### src/rtl/bsg_dff_gatestack_driver_pkg.sv
// Shared types and sizing helpers for the gate-stack strobe driver.
// Optional feature macro: BSG_DFF_GATESTACK_DRIVER_SEQ_EN (sequential lane strobing).
package bsg_dff_gatestack_driver_pkg;

    typedef enum logic [1:0] {
        IDLE  = 2'd0,
        SETUP = 2'd1,
        PULSE = 2'd2,
        HOLD  = 2'd3
    } state_e;

    function automatic int max_int(input int a, input int b);
        return (a > b) ? a : b;
    endfunction

    // Width of the shared phase counter; it must hold the largest (N-1) load value.
    function automatic int cnt_width(input int s, input int p, input int h, input int w);
        int m;
        m = max_int(max_int(s, p), max_int(h, w * p));
        return (m <= 2) ? 1 : $clog2(m);
    endfunction

    // Width of a lane index for a stack of w lanes.
    function automatic int idx_width(input int w);
        return (w <= 2) ? 1 : $clog2(w);
    endfunction

endpackage

### src/rtl/bsg_dff_gatestack_driver_if.sv
// Word/handshake bundle between a word source and the gate-stack strobe driver.
// The driver uses the slave modport; the word source uses the master modport.
interface bsg_dff_gatestack_driver_if #(
    parameter int width_p = 16
);
    logic               v_i;
    logic               ready_o;
    logic [width_p-1:0] data_i;
    logic [width_p-1:0] mask_i;
    logic [width_p-1:0] data_o;
    logic [width_p-1:0] strobe_o;
    logic               done_o;

    modport master (
        output v_i, data_i, mask_i,
        input  ready_o, data_o, strobe_o, done_o
    );

    modport slave (
        input  v_i, data_i, mask_i,
        output ready_o, data_o, strobe_o, done_o
    );
endinterface

### src/rtl/bsg_dff_gatestack_driver_timer.sv
// Loadable down-counter with a zero flag, shared by every phase of the driver FSM.
module bsg_dff_gatestack_driver_timer #(
    parameter int width_p = 1
) (
    input  logic               clk_i,
    input  logic               reset_i,
    input  logic               i_load,
    input  logic [width_p-1:0] i_load_val,
    output logic [width_p-1:0] o_count,
    output logic               o_zero
);
    logic [width_p-1:0] r_count;

    // Load on phase entry, otherwise count down and rest at zero.
    always_ff @(posedge clk_i) begin
        if (reset_i) begin
            r_count <= '0;
        end else if (i_load) begin
            r_count <= i_load_val;
        end else if (r_count != '0) begin
            r_count <= r_count - 1'b1;
        end
    end

    assign o_count = r_count;
    assign o_zero  = (r_count == '0);
endmodule

### src/rtl/bsg_dff_gatestack_driver.sv
// Source side of a per-bit-clocked flop stack: presents a word on data_o, then
// raises per-lane strobes so each downstream flop captures its bit on the rising edge.
// Optional feature macro: BSG_DFF_GATESTACK_DRIVER_SEQ_EN -- strobe lanes one at a time.
module bsg_dff_gatestack_driver
    import bsg_dff_gatestack_driver_pkg::*;
#(
    parameter int width_p        = 16,
    parameter int setup_cycles_p = 1,
    parameter int pulse_cycles_p = 2,
    parameter int hold_cycles_p  = 1
) (
    input  logic                         clk_i,
    input  logic                         reset_i,
    bsg_dff_gatestack_driver_if.slave    bus
);
    if (width_p < 1 || setup_cycles_p < 1 || pulse_cycles_p < 1 || hold_cycles_p < 1) begin : g_bad_param
        $error("bsg_dff_gatestack_driver: width_p and all phase lengths must be >= 1");
    end

    localparam int cnt_w_lp = cnt_width(setup_cycles_p, pulse_cycles_p, hold_cycles_p, width_p);
    localparam logic [cnt_w_lp-1:0] setup_ld_lp = cnt_w_lp'(setup_cycles_p - 1);
    localparam logic [cnt_w_lp-1:0] pulse_ld_lp = cnt_w_lp'(pulse_cycles_p - 1);
    localparam logic [cnt_w_lp-1:0] hold_ld_lp  = cnt_w_lp'(hold_cycles_p - 1);

    state_e               r_state;
    logic [width_p-1:0]   r_data;
    logic [width_p-1:0]   r_mask;
    logic [width_p-1:0]   r_strobe;
    logic                 r_done;

    logic                 w_accept;
    logic                 w_load;
    logic [cnt_w_lp-1:0]  w_load_val;
    logic [cnt_w_lp-1:0]  w_count;
    logic                 w_zero;
    logic                 w_pulse_end;

    assign bus.ready_o  = (r_state == IDLE) & ~reset_i;
    assign w_accept     = bus.v_i & bus.ready_o;
    assign bus.data_o   = r_data;
    assign bus.strobe_o = r_strobe;
    assign bus.done_o   = r_done;

`ifdef BSG_DFF_GATESTACK_DRIVER_SEQ_EN
    localparam int lane_w_lp = idx_width(width_p);
    localparam logic [lane_w_lp-1:0] last_lane_lp = lane_w_lp'(width_p - 1);

    logic [lane_w_lp-1:0] r_lane;
    logic [lane_w_lp-1:0] w_next_lane;
    logic [width_p-1:0]   w_seq_strobe;

    // Lane 0 starts the walk when leaving SETUP; later slots advance by one.
    assign w_next_lane = (r_state == SETUP) ? '0 : r_lane + 1'b1;
    assign w_pulse_end = w_zero & (r_lane == last_lane_lp);

    // One-hot of the next lane, gated by the captured mask (unmasked lanes still use their slot).
    for (genvar gi = 0; gi < width_p; gi++) begin : g_lane
        assign w_seq_strobe[gi] = r_mask[gi] & (w_next_lane == lane_w_lp'(gi));
    end
`else
    assign w_pulse_end = w_zero;
`endif

    bsg_dff_gatestack_driver_timer #(.width_p(cnt_w_lp)) timer (
        .clk_i      (clk_i),
        .reset_i    (reset_i),
        .i_load     (w_load),
        .i_load_val (w_load_val),
        .o_count    (w_count),
        .o_zero     (w_zero)
    );

    // Reload the shared timer with (N-1) whenever a new phase (or lane slot) begins.
    always_comb begin
        w_load     = 1'b0;
        w_load_val = '0;
        case (r_state)
            IDLE: if (w_accept) begin
                w_load     = 1'b1;
                w_load_val = setup_ld_lp;
            end
            SETUP: if (w_zero) begin
                w_load     = 1'b1;
                w_load_val = pulse_ld_lp;
            end
            PULSE: if (w_zero) begin
                w_load     = 1'b1;
                w_load_val = w_pulse_end ? hold_ld_lp : pulse_ld_lp;
            end
            default: ;
        endcase
    end

    // Phase sequencer; strobe and done come straight from flops so they never glitch.
    always_ff @(posedge clk_i) begin
        if (reset_i) begin
            r_state  <= IDLE;
            r_data   <= '0;
            r_mask   <= '0;
            r_strobe <= '0;
            r_done   <= 1'b0;
`ifdef BSG_DFF_GATESTACK_DRIVER_SEQ_EN
            r_lane   <= '0;
`endif
        end else begin
            r_done <= 1'b0;
            case (r_state)
                IDLE: begin
                    r_strobe <= '0;
                    if (w_accept) begin
                        r_data  <= bus.data_i;
                        r_mask  <= bus.mask_i;
                        r_state <= SETUP;
                    end
                end
                SETUP: if (w_zero) begin
                    r_state <= PULSE;
`ifdef BSG_DFF_GATESTACK_DRIVER_SEQ_EN
                    r_lane   <= w_next_lane;
                    r_strobe <= w_seq_strobe;
`else
                    r_strobe <= r_mask;
`endif
                end
                PULSE: begin
                    if (w_pulse_end) begin
                        r_state  <= HOLD;
                        r_strobe <= '0;
                        r_done   <= (hold_cycles_p == 1);
                    end
`ifdef BSG_DFF_GATESTACK_DRIVER_SEQ_EN
                    else if (w_zero) begin
                        r_lane   <= w_next_lane;
                        r_strobe <= w_seq_strobe;
                    end
`endif
                end
                HOLD: begin
                    if (w_zero) begin
                        r_state <= IDLE;
                    end else begin
                        r_done <= (w_count == cnt_w_lp'(1));
                    end
                end
                default: r_state <= IDLE;
            endcase
        end
    end
endmodule
### src/flat_wrapper.sv
// flat-port wrapper written by rule: the top's interface ports become plain ports
module bsg_dff_gatestack_driver_flat import bsg_dff_gatestack_driver_pkg::*;
#(
    parameter int width_p        = 16,
    parameter int setup_cycles_p = 1,
    parameter int pulse_cycles_p = 2,
    parameter int hold_cycles_p  = 1
)
  (clk_i, reset_i, bus_v_i, bus_data_i, bus_mask_i, bus_ready_o, bus_data_o, bus_strobe_o, bus_done_o);
  bsg_dff_gatestack_driver_if #(.width_p(width_p)) bus_i ();
  input  logic clk_i;
  input  logic reset_i;
  input wire logic [$bits(bus_i.v_i)-1:0] bus_v_i;
  input wire logic [$bits(bus_i.data_i)-1:0] bus_data_i;
  input wire logic [$bits(bus_i.mask_i)-1:0] bus_mask_i;
  output wire logic [$bits(bus_i.ready_o)-1:0] bus_ready_o;
  output wire logic [$bits(bus_i.data_o)-1:0] bus_data_o;
  output wire logic [$bits(bus_i.strobe_o)-1:0] bus_strobe_o;
  output wire logic [$bits(bus_i.done_o)-1:0] bus_done_o;
  assign bus_i.v_i = bus_v_i;
  assign bus_i.data_i = bus_data_i;
  assign bus_i.mask_i = bus_mask_i;
  assign bus_ready_o = bus_i.ready_o;
  assign bus_data_o = bus_i.data_o;
  assign bus_strobe_o = bus_i.strobe_o;
  assign bus_done_o = bus_i.done_o;
  bsg_dff_gatestack_driver #(.width_p(width_p), .setup_cycles_p(setup_cycles_p), .pulse_cycles_p(pulse_cycles_p), .hold_cycles_p(hold_cycles_p)) u_core (.clk_i(clk_i), .reset_i(reset_i), .bus(bus_i));
endmodule
### config.mk
export PLATFORM = sky130hd
export DESIGN_NAME = bsg_dff_gatestack_driver_flat
export DESIGN_NICKNAME = d
export VERILOG_FILES = /design/src/rtl/bsg_dff_gatestack_driver_pkg.sv /design/src/rtl/bsg_dff_gatestack_driver_if.sv /design/src/rtl/bsg_dff_gatestack_driver_timer.sv /design/src/rtl/bsg_dff_gatestack_driver.sv /design/src/flat_wrapper.sv
export SDC_FILE = /design/constraint.sdc
export NUM_CORES = 1
export LEC_CHECK = 0
export ABC_AREA = 1
export BUFFER_PORTS_ARGS = -buffer_cell sky130_fd_sc_hd__buf_4
export CORE_MARGIN = 1.5
export CORE_UTILIZATION = 43
export DETAILED_ROUTE_END_ITERATION = 10
export GPL_TIMING_DRIVEN = 0
export PLACE_DENSITY = 0.67
export SETUP_SLACK_MARGIN = 0.02
export SLEW_MARGIN = 20
export SYNTH_ARGS = -nofsm -noshare
export SYNTH_HDL_FRONTEND = slang
export SYNTH_SLANG_ARGS = --single-unit
### constraint.sdc
create_clock -name clk_i -period 4.3 [get_ports clk_i]
set_input_delay 0.645 -clock clk_i [delete_from_list [all_inputs] [get_ports clk_i]]
set_output_delay 0.645 -clock clk_i [all_outputs]
set_load 0.01 [all_outputs]
; ---- After elaboration in Yosys (flattened, before gate mapping)
; Index checks and enable logic that the tools add are counted.
[op_classes]
add_sub_neg = 1
n_eq_ne = 8
n_mux = 17
bitwise_logic = 3
n_reduce_logical = 9
[ops]
columns = operator, count
row1 = 16-bit case mux with 3 select lines, 1
row2 = 16-bit 2-to-1 mux, 2
row3 = 5-bit 2-to-1 mux, 3
row4 = 2-bit 2-to-1 mux, 4
row5 = 2-bit case mux with 4 select lines, 1
row6 = "2-bit inequality test, second input constant", 3
row7 = "5-bit by 1-bit == test with 1-bit output, second input constant", 1
row8 = 5-bit logical NOT, 1
row9 = 5-bit nonzero test, 1
row10 = "5-bit by 1-bit subtractor with 5-bit output, second input constant", 1
row11 = "2-bit == test, second input constant", 2
row12 = 1-bit 2-to-1 mux, 4
row13 = 1-bit case mux with 2 select lines, 2
row14 = 4-bit AND reduction, 1
row15 = 3-bit AND reduction, 1
row16 = 3-bit nonzero test, 1
row17 = 1-bit bitwise AND, 2
row18 = "2-bit by 1-bit == test with 1-bit output, second input constant", 1
row19 = 2-bit logical NOT, 1
row20 = "2-bit by 1-bit inequality test with 1-bit output, second input constant", 1
row21 = 2-bit AND reduction, 1
row22 = 2-bit nonzero test, 1
row23 = 2-bit OR reduction, 1
row24 = 1-bit NOT, 1
[word_totals]
regBits = 56
in_bits = 35
output_inout_bits = 34
word_cells = 44

; ---- Depth between registers and ports, before layout
; Gate-level depths: netlist of the first run.
[logic_depth]
depth_word = 6
depth_mapped = 10
depth_no_buf = 10

; ---- By module
; Synthesis of the first run repeated with hierarchy kept, for this count alone.
[hier_totals]
hier_cells = 299
area_unflattened_um2 = 2353.5
[modules_own_cells]
columns = module, instances, cells_per_inst, area_each_um2, seq_area_each_um2
row1 = bsg_dff_gatestack_driver, 1, 257, 2063.2, 1021.0
row2 = bsg_dff_gatestack_driver_timer, 1, 42, 290.3, 100.1

; ---- Worst setup path after synthesis of the first run
; OpenSTA, ideal clock, no wires.
[synth_path]
path_kind = register to register
start = register u_core.r_state[1]
end = register u_core.r_strobe[11], in the netlist u_core.bus.strobe_o[11]
setup_time_ns = 0.132
t_arrival_ns = 1.416
required_ns = 4.168
path_slack_ns = 2.751
stages_incl_launch_ff = 10
path_buffers = 2
period_less_slack_ns = 1.549
cell_sequence = dfxtp_1 > inv_1 > ha_1 > buf_6 > or2_4 > nand2_8 > nand2_4 > buf_6 > nand2_1 > a21oi_1
[synth_via]
elab_chain_cells = 3
[synth_rtl]
columns = item, line
row1 = start: declaration, bsg_dff_gatestack_driver.sv:25  ; state_e r_state;
row2 = start signal: assignment, bsg_dff_gatestack_driver.sv:97  ; r_state <= IDLE;
row3 = start signal: assignment, bsg_dff_gatestack_driver.sv:113  ; r_state <= SETUP;
row4 = start signal: assignment, bsg_dff_gatestack_driver.sv:117  ; r_state <= PULSE;
row5 = 2-bit == test (tied with other cells), bsg_dff_gatestack_driver.sv:107  ; case (r_state)
row6 = 2-bit inequality test (no line) or 3-bit nonzero test (tied branches), -
row7 = 3-bit AND reduction (no line), -
row8 = end signal: assignment, bsg_dff_gatestack_driver.sv:122  ; r_strobe <= r_mask;
row9 = end: declaration, bsg_dff_gatestack_driver.sv:28  ; logic [width_p-1:0] r_strobe;
; Several ways; a longest one is shown, not always the timed one.
; A chain may end at the register's enable or synchronous reset.

; ---- Final worst setup path of the first run
[layout_path]
start = register u_core.r_state[0]
end = output port bus_ready_o
[layout_via]
elab_chain_cells = 2
[layout_rtl]
columns = item, line
row1 = 2-bit logical NOT, bsg_dff_gatestack_driver.sv:38  ; assign bus.ready_o = (r_state == IDLE) & ~reset_i;
row2 = 1-bit bitwise AND, bsg_dff_gatestack_driver.sv:38
row3 = end: declaration, flat_wrapper.sv:16  ; output wire logic [$bits(bus_i.ready_o)-1:0] bus_ready_o;
; Every way passes these cells.

==> results of run 1 <==
==> worst max-delay path: stages (launching register included) <==
cell,delay [ns]
dfxtp_1,0.42
inv_1,0.10
ha_1,0.22
inv_1,0.05
nor2_1,0.04
buf_4,0.13
==> cell families after synthesis <==
logic type	share of synthesized area [%]
AOI/OAI and AO/OA	6.78
and+or+nand+nor	32.7
buffers and inverters	6.34
DFF	48.6
adders and majority gates	4.88
xor gates and xnor gates	0.759
==> sequential cells by signal, indices dropped and copies added (netlist names) <==
name / flops
u_core.r_mask: 16
u_core.bus.strobe_o: 16
u_core.bus.data_o: 16
u_core.bus.done_o: 1
u_core.r_state: 2
u_core.timer.o_count: 5
==> Yosys cell counts <==
master	n
nand3_1	53
inv_1	12
nor2_1	7
o21ai_2	9
o31ai_1	1
a21oi_1	14
clkbuf_1	8
or2_4	1
nand2_8	1
nor3_1	2
xor2_1	1
buf_1	3
nand2_1	85
ha_1	9
xnor2_1	1
nand2_4	2
or2_0	1
dfxtp_1	56
buf_6	3
clkinv_1	1
buf_4	3
nand4_1	9
nand3b_1	1
nor2_2	2
==> worst max-delay path by stage <==
stage | from | to | slack (ns) | cells after the start
after floorplan | u_core.r_state[1] | u_core.bus.strobe_o[11] | 2.75 | 9
after global placement | reset_i | u_core.r_mask[5] | 2.59 | 7
after detailed placement | reset_i | u_core.r_mask[7] | 2.59 | 7
after CTS | u_core.r_state[0] | bus_ready_o | 2.36 | 5
after global routing | u_core.r_state[0] | bus_ready_o | 2.27 | 5
final | u_core.r_state[0] | bus_ready_o | 2.38 | 5
==> per-layer routing <==
layer	GRT usage [%]	routed length (microns)	up-vias
met2	28.7	2190	69
li1	-	-	1081
met1	22.3	2300	900
met5	0	0	-
met3	5.99	426	6
met4	4.63	48	0
==> final cells by class <==
| class | instances | area (sq um) | area share (%) |
|---|---|---|---|
| multi-input cells | 199 | 1040 | 34.4 |
| plain buffers | 17 | 97.6 | 3.23 |
| repair buffers | 68 | 510 | 16.9 |
| well taps | 70 | 87.6 | 2.90 |
| inverters | 13 | 48.8 | 1.61 |
| flip-flops and latches | 56 | 1120 | 37.1 |
| clock inverters | 3 | 47.5 | 1.57 |
| clock buffers | 5 | 68.8 | 2.28 |
==> power by group <==
part / internal (mW) / switching (mW) / leakage [nW] / total (mW)
Clock: 0.176 / 0.175 / 0.0583 / 0.351
Sequential: 0.620 / 0.0675 / 0.458 / 0.687
Combinational: 0.325 / 0.507 / 0.943 / 0.832
==> through the flow <==
step	setup slack, ns	power, mW	instance area, sq um	std cells
floorplan	2.75	1.31	2310	285
global placement	2.59	1.52	2910	423
detailed placement	2.59	1.53	2910	423
CTS	2.36	1.88	3020	431
global route	2.27	2.01	3020	431
finish	2.38	1.87	3020	431
==> layout by cell type, fill, tap and decap left out, drive strengths merged, types with 3 or more instances in the layout <==
cell type and instances:
buf 77, o21ai 9, inv 12, a21oi 14, clkbuf 13, nand3 53, ha 9, clkinv 3
nand4 9, nand2 88, dfxtp 56, nor2 9
==> metrics.md, run 1 <==
| Metric | Value |
|---|---|
| Yosys top cell by area | `dfxtp_1` |
| Layout cells sized above 1 | `26.9%` |
| Hold endpoint | `u_core.r_mask[15]` |
| Global-route usage over all layers | `17.6%` |
| Starting Density | `44.9%` |
| Fillers | `505` |
| Setup Skew | `0.0154 ns` |
| Die height | `76.3 microns` |
| R2R setup slack | `2.59 ns` |
| Grt total ovfl | `0` |
| Worst ir drop on vdd | `0.244 mV` |
| Crit path launch type | `flip-flop` |
| DRT Pass-1 Iters | `4` |
| Final core utilization | `58.8%` |
| Post-CTS Setup Inserts | `0` |
| Total Negative Setup Slacks | `0 ns` |
| Leakage | `1.46 nW` |
| HP Class | `flip-flop to flip-flop` |
| Final Net Count | `404` |
| Max FO, Critical Path | `5` |
| Vias per cell | `4.77` |
| H-tree Lvls | `2` |
| Initial antenna violation count | `0` |
| Cell Area, Synth | `0.00231 sq mm` |
| Worst slew pin tran | `0.455 ns` |
| Pwr per Cell Area | `619 mW/mm^2` |
| Number of diodes | `0` |
| CTS tree | `built` |
| Slew margin rel. | `69.7%` |
| Largest cells by area after synthesis | `dfxtp_1 (49%), nand2_1 (14%), nand3_1 (11%)` |
| Hold WS | `0.469 ns` |
| Hold wc startpoint | `u_core.r_mask[15]` |
| Maxcap violations | `0` |
| Yosys Warn Count | `0` |
| Type of the worst setup path | `flip-flop to output port` |
| Final Max Slew Viols | `0` |
| Final hold violations | `0` |
| R2R depth | `9` |
| Register area share after synthesis | `48.6%` |
| Fin crit share | `44.6%` |
| Hpwl dp | `3700 microns` |
| Arrival time worst endpoint | `1.27 ns` |
| Area Growth Syn to Fin | `30.9%` |
| RSZ-0062 raised after global routing | `false` |
| Die Wd | `76.3 microns` |
| Hold buffer count at cts | `0` |
| DIE AREA | `0.00582 sq mm` |
| Fmax achieved | `522 MHz` |
| Global-route wire length before repair | `8430 microns` |
| GPL Wtd Cong | `0.824` |
| DRC | `0` |
| CTS root buffer | `clkbuf_8` |
| Final setup violation count | `0` |
| CTS-repair resized insts | `0` |
| Largest net degree at the start of global routing | `19` |
| Clock latency on the worst-skew pair | `0.32 ns` |
| TritonCTS Buffers | `5` |
| Row count | `26` |
| Worst flop-to-flop path endpoint | `u_core.bus.strobe_o[11]` |
| Drt first-iter violations | `81` |
| Count of cell types in the netlist | `24` |
| FF+latch count, synth | `56` |
| Total number of vias | `2056` |
| Synth top area share | `48.6%` |
| Sink Count | `56` |
| Post-route ant nets | `0` |
| IO Port Bufs | `68` |
| Routed WL | `4960 microns` |
| Critical path required time | `3.65 ns` |
| Core ar. | `0.00514 sq mm` |
| Avg WL per Cell | `11.5 microns` |
| Status | `finished, final reports clean` |
| Hold Path Cell Cnt | `2` |
| Synthesized net count | `329` |
| CP Capture Type | `output port` |
| Clk buf depth | `2` |
| I/O pin count | `69` |
| Syn Inst Count | `285` |
| Min Tclk post-route | `1.92 ns` |
| RR Startpoint | `u_core.r_state[1]` |
| Clock transition at path regs | `0.09 ns` |
| Avg Synthesized Cell Area | `8.10 sq um` |
| Vias in the first global route | `1935` |
(Power assumes the default switching activity.)
==> inputs of run 2 (changes only) <==
==> constraint.sdc (replaced) <==
create_clock -name clk_i -period 1.85 [get_ports clk_i]
set_input_delay 0.2775 -clock clk_i [delete_from_list [all_inputs] [get_ports clk_i]]
set_output_delay 0.2775 -clock clk_i [all_outputs]
set_load 0.01 [all_outputs]
==> run 2 against run 1 <==
Compared with the run above: total power is 130% higher; die area stayed put; setup slack lost 2.2 ns; first-iteration DRC count down 4.9%; via count did not move; critical path depth grew 4; sequential power is 130% higher; routed wire length increased by 0.32%; largest cell class unchanged; highest routed layer unchanged.
==> metrics.md, run 2 (synthesis results as in run 1) <==
| Metric | Value |
|---|---|
| Clock transition at path regs | `0.11 ns` |
| Core ar. | `0.00514 sq mm` |
| Vias per cell | `4.77` |
| Hpwl dp | `3700 microns` |
| Crit path largest cell delay | `0.42 ns` |
| Maxcap violations | `0` |
| Comb power frac | `44.5%` |
| Hold buffer count at cts | `0` |
| Switching share of power | `40.0%` |
| Drt first-iter violations | `77` |
| Leakage | `1.47 nW` |
| Post-route ant nets | `0` |
| CTS root buffer | `clkbuf_8` |
| Clk buf depth | `2` |
| Avg WL per Cell | `11.5 microns` |
| HP Class | `input pin to flip-flop` |
| Reg power frac | `36.7%` |
| Final WS setup | `0.145 ns` |
| Clock latency on the worst-skew pair | `0.32 ns` |
| Worst slew pin tran | `0.475 ns` |
| Type of the worst setup path | `flip-flop to flip-flop` |
| Final hold violations | `0` |
| Initial antenna violation count | `0` |
| Grt total ovfl | `0` |
| Clk pwr share | `18.8%` |
| Max FO, Critical Path | `10` |
| Status | `finished, final reports clean` |
| Total number of vias | `2056` |
| Global-route wire length before repair | `8430 microns` |
| Crit path cell chain | `inv_1 > ha_1 > buf_6 > or2_4 > nand2_8 > nand2_4 > buf_6 > nand2_1 > a21oi_1` |
| Slew margin rel. | `68.3%` |
| Arrival time worst endpoint | `1.89 ns` |
| Most common cell after layout, fill and taps aside | `nand2_1` |
| Most frequent cells in the layout | `nand2_1 (84), buf_4 (71), dfxtp_1 (56)` |
| CP delay by family, top | `simple AND/OR/NAND/NOR gates` |
| DRC | `0` |
| IO Port Bufs | `68` |
| Post-CTS Setup Inserts | `0` |
| Fmax achieved | `587 MHz` |
| Pint | `2.61 mW` |
| CTS tree | `built` |
| Starting Density | `44.9%` |
| Largest net degree at the start of global routing | `19` |
| Min Tclk post-route | `1.70 ns` |
| Switching power total | `1.74 mW` |
| R2R setup slack | `0.15 ns` |
| Row count | `26` |
| Worst ir drop on vdd | `0.568 mV` |
| Area Growth Syn to Fin | `31.2%` |
| Die Wd | `76.3 microns` |
| Setup Skew | `0.0149 ns` |
| Global-route usage over all layers | `17.6%` |
| Fin crit share | `92.1%` |
| Final setup violation count | `0` |
| Die height | `76.3 microns` |
| Most used cell, CP | `buf_6` |
| Slowest CP cell | `dfxtp_1` |
| Pre-CTS setup slack | `0.139 ns` |
| Crit path launch type | `flip-flop` |
| RSZ-0062 raised after global routing | `false` |
| DIE AREA | `0.00582 sq mm` |
| H-tree Lvls | `2` |
| Final Net Count | `404` |
| Layout cells sized above 1 | `28.0%` |
| WP buf/inv | `3` |
| Sink Count | `56` |
| Number of diodes | `0` |
| Critical path required time | `2.04 ns` |
| Total Negative Setup Slacks | `0 ns` |
| CTS-repair resized insts | `0` |
| CP Capture Type | `flip-flop` |
| Pwr per Cell Area | `1440 mW/mm^2` |
| DRT Pass-1 Iters | `4` |
| GPL Wtd Cong | `0.824` |
| Final Max Slew Viols | `0` |
| TritonCTS Buffers | `5` |
| I/O pin count | `69` |
| Routed WL | `4980 microns` |
| Vias in the first global route | `1935` |
-- run 2: area by class of cell --
cell class                 instances  area [sq um]
buffer                            17           101
tap                               70          87.6
clock inverter                     3          47.5
multi-input combinational        199          1040
fill                             505          2110
timing repair buffer              68           510
inverter                          13          48.8
sequential                        56          1120
clock buffer                       5          68.8
-- run 2: worst reg2reg max path, delay by kind of cell (launching register included) --
family	cells	cell delay (ns)
buffers and inverters	3	0.41
AOI/OAI and AO/OA	1	0.05
DFF	1	0.42
and+or+nand+nor	4	0.52
adders and majority gates	1	0.20
-- run 2: worst paths after layout --
path                             endpoint               from  depth (start not counted)
setup / recovery  u_core.bus.strobe_o[11]  u_core.r_state[1]                          9
hold / removal          u_core.r_mask[11]     bus_mask_i[11]                          3
setup reg to reg  u_core.bus.strobe_o[11]  u_core.r_state[1]                          9
hold reg to reg         u_core.r_mask[15]  u_core.r_mask[15]                          2
-- run 2: metrics by stage --
step           instances  power [mW]  util, %  instance area, sq um  hold WS (ns)
2_1_floorplan        285        3.04        -                  2310         0.388
3_3_place_gp         423        3.53     56.5                  2910         0.453
3_5_place_dp         423        3.57     56.5                  2910         0.460
4_1_cts              431        4.38     58.8                  3020         0.142
5_1_grt              431        4.69     58.9                  3030         0.144
6_report             431        4.35     58.9                  3030         0.144
-- run 2: routing by layer --
metal  wire length [microns]  vias to the layer above  global-route usage, %  part of all wire, %
li1                        -                     1082                      -                    -
met4                      48                        0                   4.63                 0.96
met1                    2320                      902                   22.3                   47
met2                    2200                       66                   28.7                   44
met3                     406                        6                   5.99                  8.2
met5                       0                        -                      0                    0
-- run 2: power by group through the flow --
stage	registers (mW)	logic, mW	clock network, mW
5_1_grt	1.63	2.18	0.882
3_3_place_gp	1.62	1.92	0
6_report	1.60	1.94	0.817
3_5_place_dp	1.62	1.94	0
2_1_floorplan	1.64	1.40	0
4_1_cts	1.60	1.95	0.834
==> inputs of run 3 (changes only) <==
==> constraint.sdc (replaced) <==
create_clock -name clk_i -period 1.7 [get_ports clk_i]
set_input_delay 0.255 -clock clk_i [delete_from_list [all_inputs] [get_ports clk_i]]
set_output_delay 0.255 -clock clk_i [all_outputs]
set_load 0.01 [all_outputs]
==> run 3 against run 2 <==
Compared with the run above: largest power group unchanged; flip-flop and latch count stayed put; highest routed layer unchanged; largest cell class unchanged; setup slack better by 0.0030 ns; register-to-register slack barely moved; critical path depth unchanged.
==> metrics.md, run 3 (synthesis results as in run 1) <==
| Metric | Value |
|---|---|
| Avg WL per Cell | `11.5 microns` |
| Total number of vias | `2052` |
| Initial antenna violation count | `0` |
| Die height | `76.3 microns` |
| Global-route wire length before repair | `8430 microns` |
| GR Util met2 | `28.7%` |
| Hpwl dp | `3700 microns` |
| Post-route ant nets | `0` |
| Non-filler cells, final | `433` |
| CTS tree | `built` |
| GPL Wtd Cong | `0.824` |
| Final Max Slew Viols | `0` |
| Slew margin rel. | `69.6%` |
| DRT Pass-1 Iters | `4` |
| Row count | `26` |
| Dpl cells | `423` |
| DRC | `0` |
| Worst ir drop on vdd | `0.616 mV` |
| Area Growth Syn to Fin | `33.0%` |
| Type of the worst setup path | `flip-flop to flip-flop` |
| Clock transition at path regs | `0.11 ns` |
| Fin crit share | `91.3%` |
| Leakage | `1.48 nW` |
| M1 GR Usage | `22.3%` |
| Max FO, Critical Path | `10` |
| Min Tclk post-route | `1.55 ns` |
| Critical path required time | `1.89 ns` |
| Fmax achieved | `644 MHz` |
| Routed WL | `5000 microns` |
| Status | `finished, final reports clean` |
| Drt first-iter violations | `85` |
| Hold buffer count at cts | `0` |
| Core ar. | `0.00514 sq mm` |
| Arrival time worst endpoint | `1.74 ns` |
| Clock latency on the worst-skew pair | `0.32 ns` |
| H-tree Lvls | `2` |
| Largest net degree at the start of global routing | `19` |
| Layout cells sized above 1 | `30.0%` |
| Final core utilization | `59.7%` |
| Final hold violations | `0` |
| CP Capture Type | `flip-flop` |
| GR met3 Demand/Resource | `5.99%` |
| Setup Skew | `0.0155 ns` |
| CTS root buffer | `clkbuf_8` |
| Number of diodes | `0` |
| I/O pin count | `69` |
| Die Wd | `76.3 microns` |
| Clk buf depth | `2` |
| Worst slew pin tran | `0.456 ns` |
| Sink Count | `56` |
| RSZ-0062 raised after global routing | `false` |
| IO Port Bufs | `68` |
| HP Class | `input pin to flip-flop` |
| Fillers | `508` |
| DIE AREA | `0.00582 sq mm` |
| Final setup violation count | `0` |
| Maxcap violations | `0` |
| Most frequent cells in the layout | `nand2_1 (83), buf_4 (73), nand3_1 (53), dfxtp_1 (53), a21oi_1 (14)` |
| Pwr per Cell Area | `1590 mW/mm^2` |
| Final Net Count | `406` |
| TritonCTS Buffers | `5` |
| Starting Density | `44.9%` |
| Vias per cell | `4.74` |
| Grt total ovfl | `0` |
| Top Usage Layer GRT | `met2` |
| Crit path launch type | `flip-flop` |
| Vias in the first global route | `1935` |
| Most common cell after layout, fill and taps aside | `nand2_1` |
| Global-route usage over all layers | `17.6%` |
run 3: cell types whose count changed in the layout (fill, tap and decap cells not counted), moves of 2 or more:
cell / before / now
dfxtp_1: 56 / 53
buf_4: 71 / 73
dfxtp_2: 0 / 2
inv_1: 12 / 10
inv_2: 0 / 2
run 3: timing repair:
item,in CTS,in global routing
resized for setup,4,10
pin swaps,0,1
endpoints found under the setup margin,42,49
setup buffers,0,2
run 3: critical path, cell delays in order (launching register included):
cell	delay, ns
dfxtp_4	0.37
inv_1	0.07
ha_1	0.19
buf_6	0.14
or2_4	0.26
nand2_8	0.08
nand2_8	0.07
buf_8	0.15
nand2_1	0.06
a21oi_1	0.05
run 3: worst paths after layout:
path,from,endpoint,slack (ns),cells past startpoint
setup / recovery,u_core.r_state[1],u_core.bus.strobe_o[11],0.15,9
hold / removal,bus_mask_i[10],u_core.r_mask[10],0.12,3
setup reg to reg,u_core.r_state[1],u_core.bus.strobe_o[11],0.15,9
hold reg to reg,u_core.r_mask[15],u_core.r_mask[15],0.47,2
run 3: power by group:
| part | leakage (nW) | internal [mW] | switching, mW |
|---|---|---|---|
| clock network | 0.0583 | 0.444 | 0.444 |
| registers | 0.459 | 1.58 | 0.171 |
| logic | 0.963 | 0.907 | 1.33 |
run 3: metal layers:
layer | routed length, microns | up-vias
met3 | 406 | 6
met5 | 0 | -
met4 | 48 | 0
met1 | 2320 | 897
met2 | 2220 | 63
li1 | - | 1086
run 3: through the flow:
step	total power, mW	hold slack [ns]	setup WS [ns]	cell area (sq um)	setup TNS, ns
2_1_floorplan	3.30	0.365	0.151	2310	0
3_3_place_gp	3.84	0.449	0.0110	2910	0
3_5_place_dp	3.88	0.454	-0.0111	2910	-0.0368
4_1_cts	4.77	0.120	0.0363	3030	0
5_1_grt	5.25	0.121	0.0345	3070	0
6_report	4.88	0.120	0.148	3070	0
run 3: final cells by class:
type                    count  area [sq um]  area share [%]
flip-flops and latches     56          1130            36.7
clock buffers               5          68.8            2.24
clock inverters             3          47.5            1.55
inverters                  13          48.8            1.59
well taps                  70          87.6            2.85
repair buffers             70           526            17.1
multi-input cells         199          1060            34.5
plain buffers              17           105            3.42
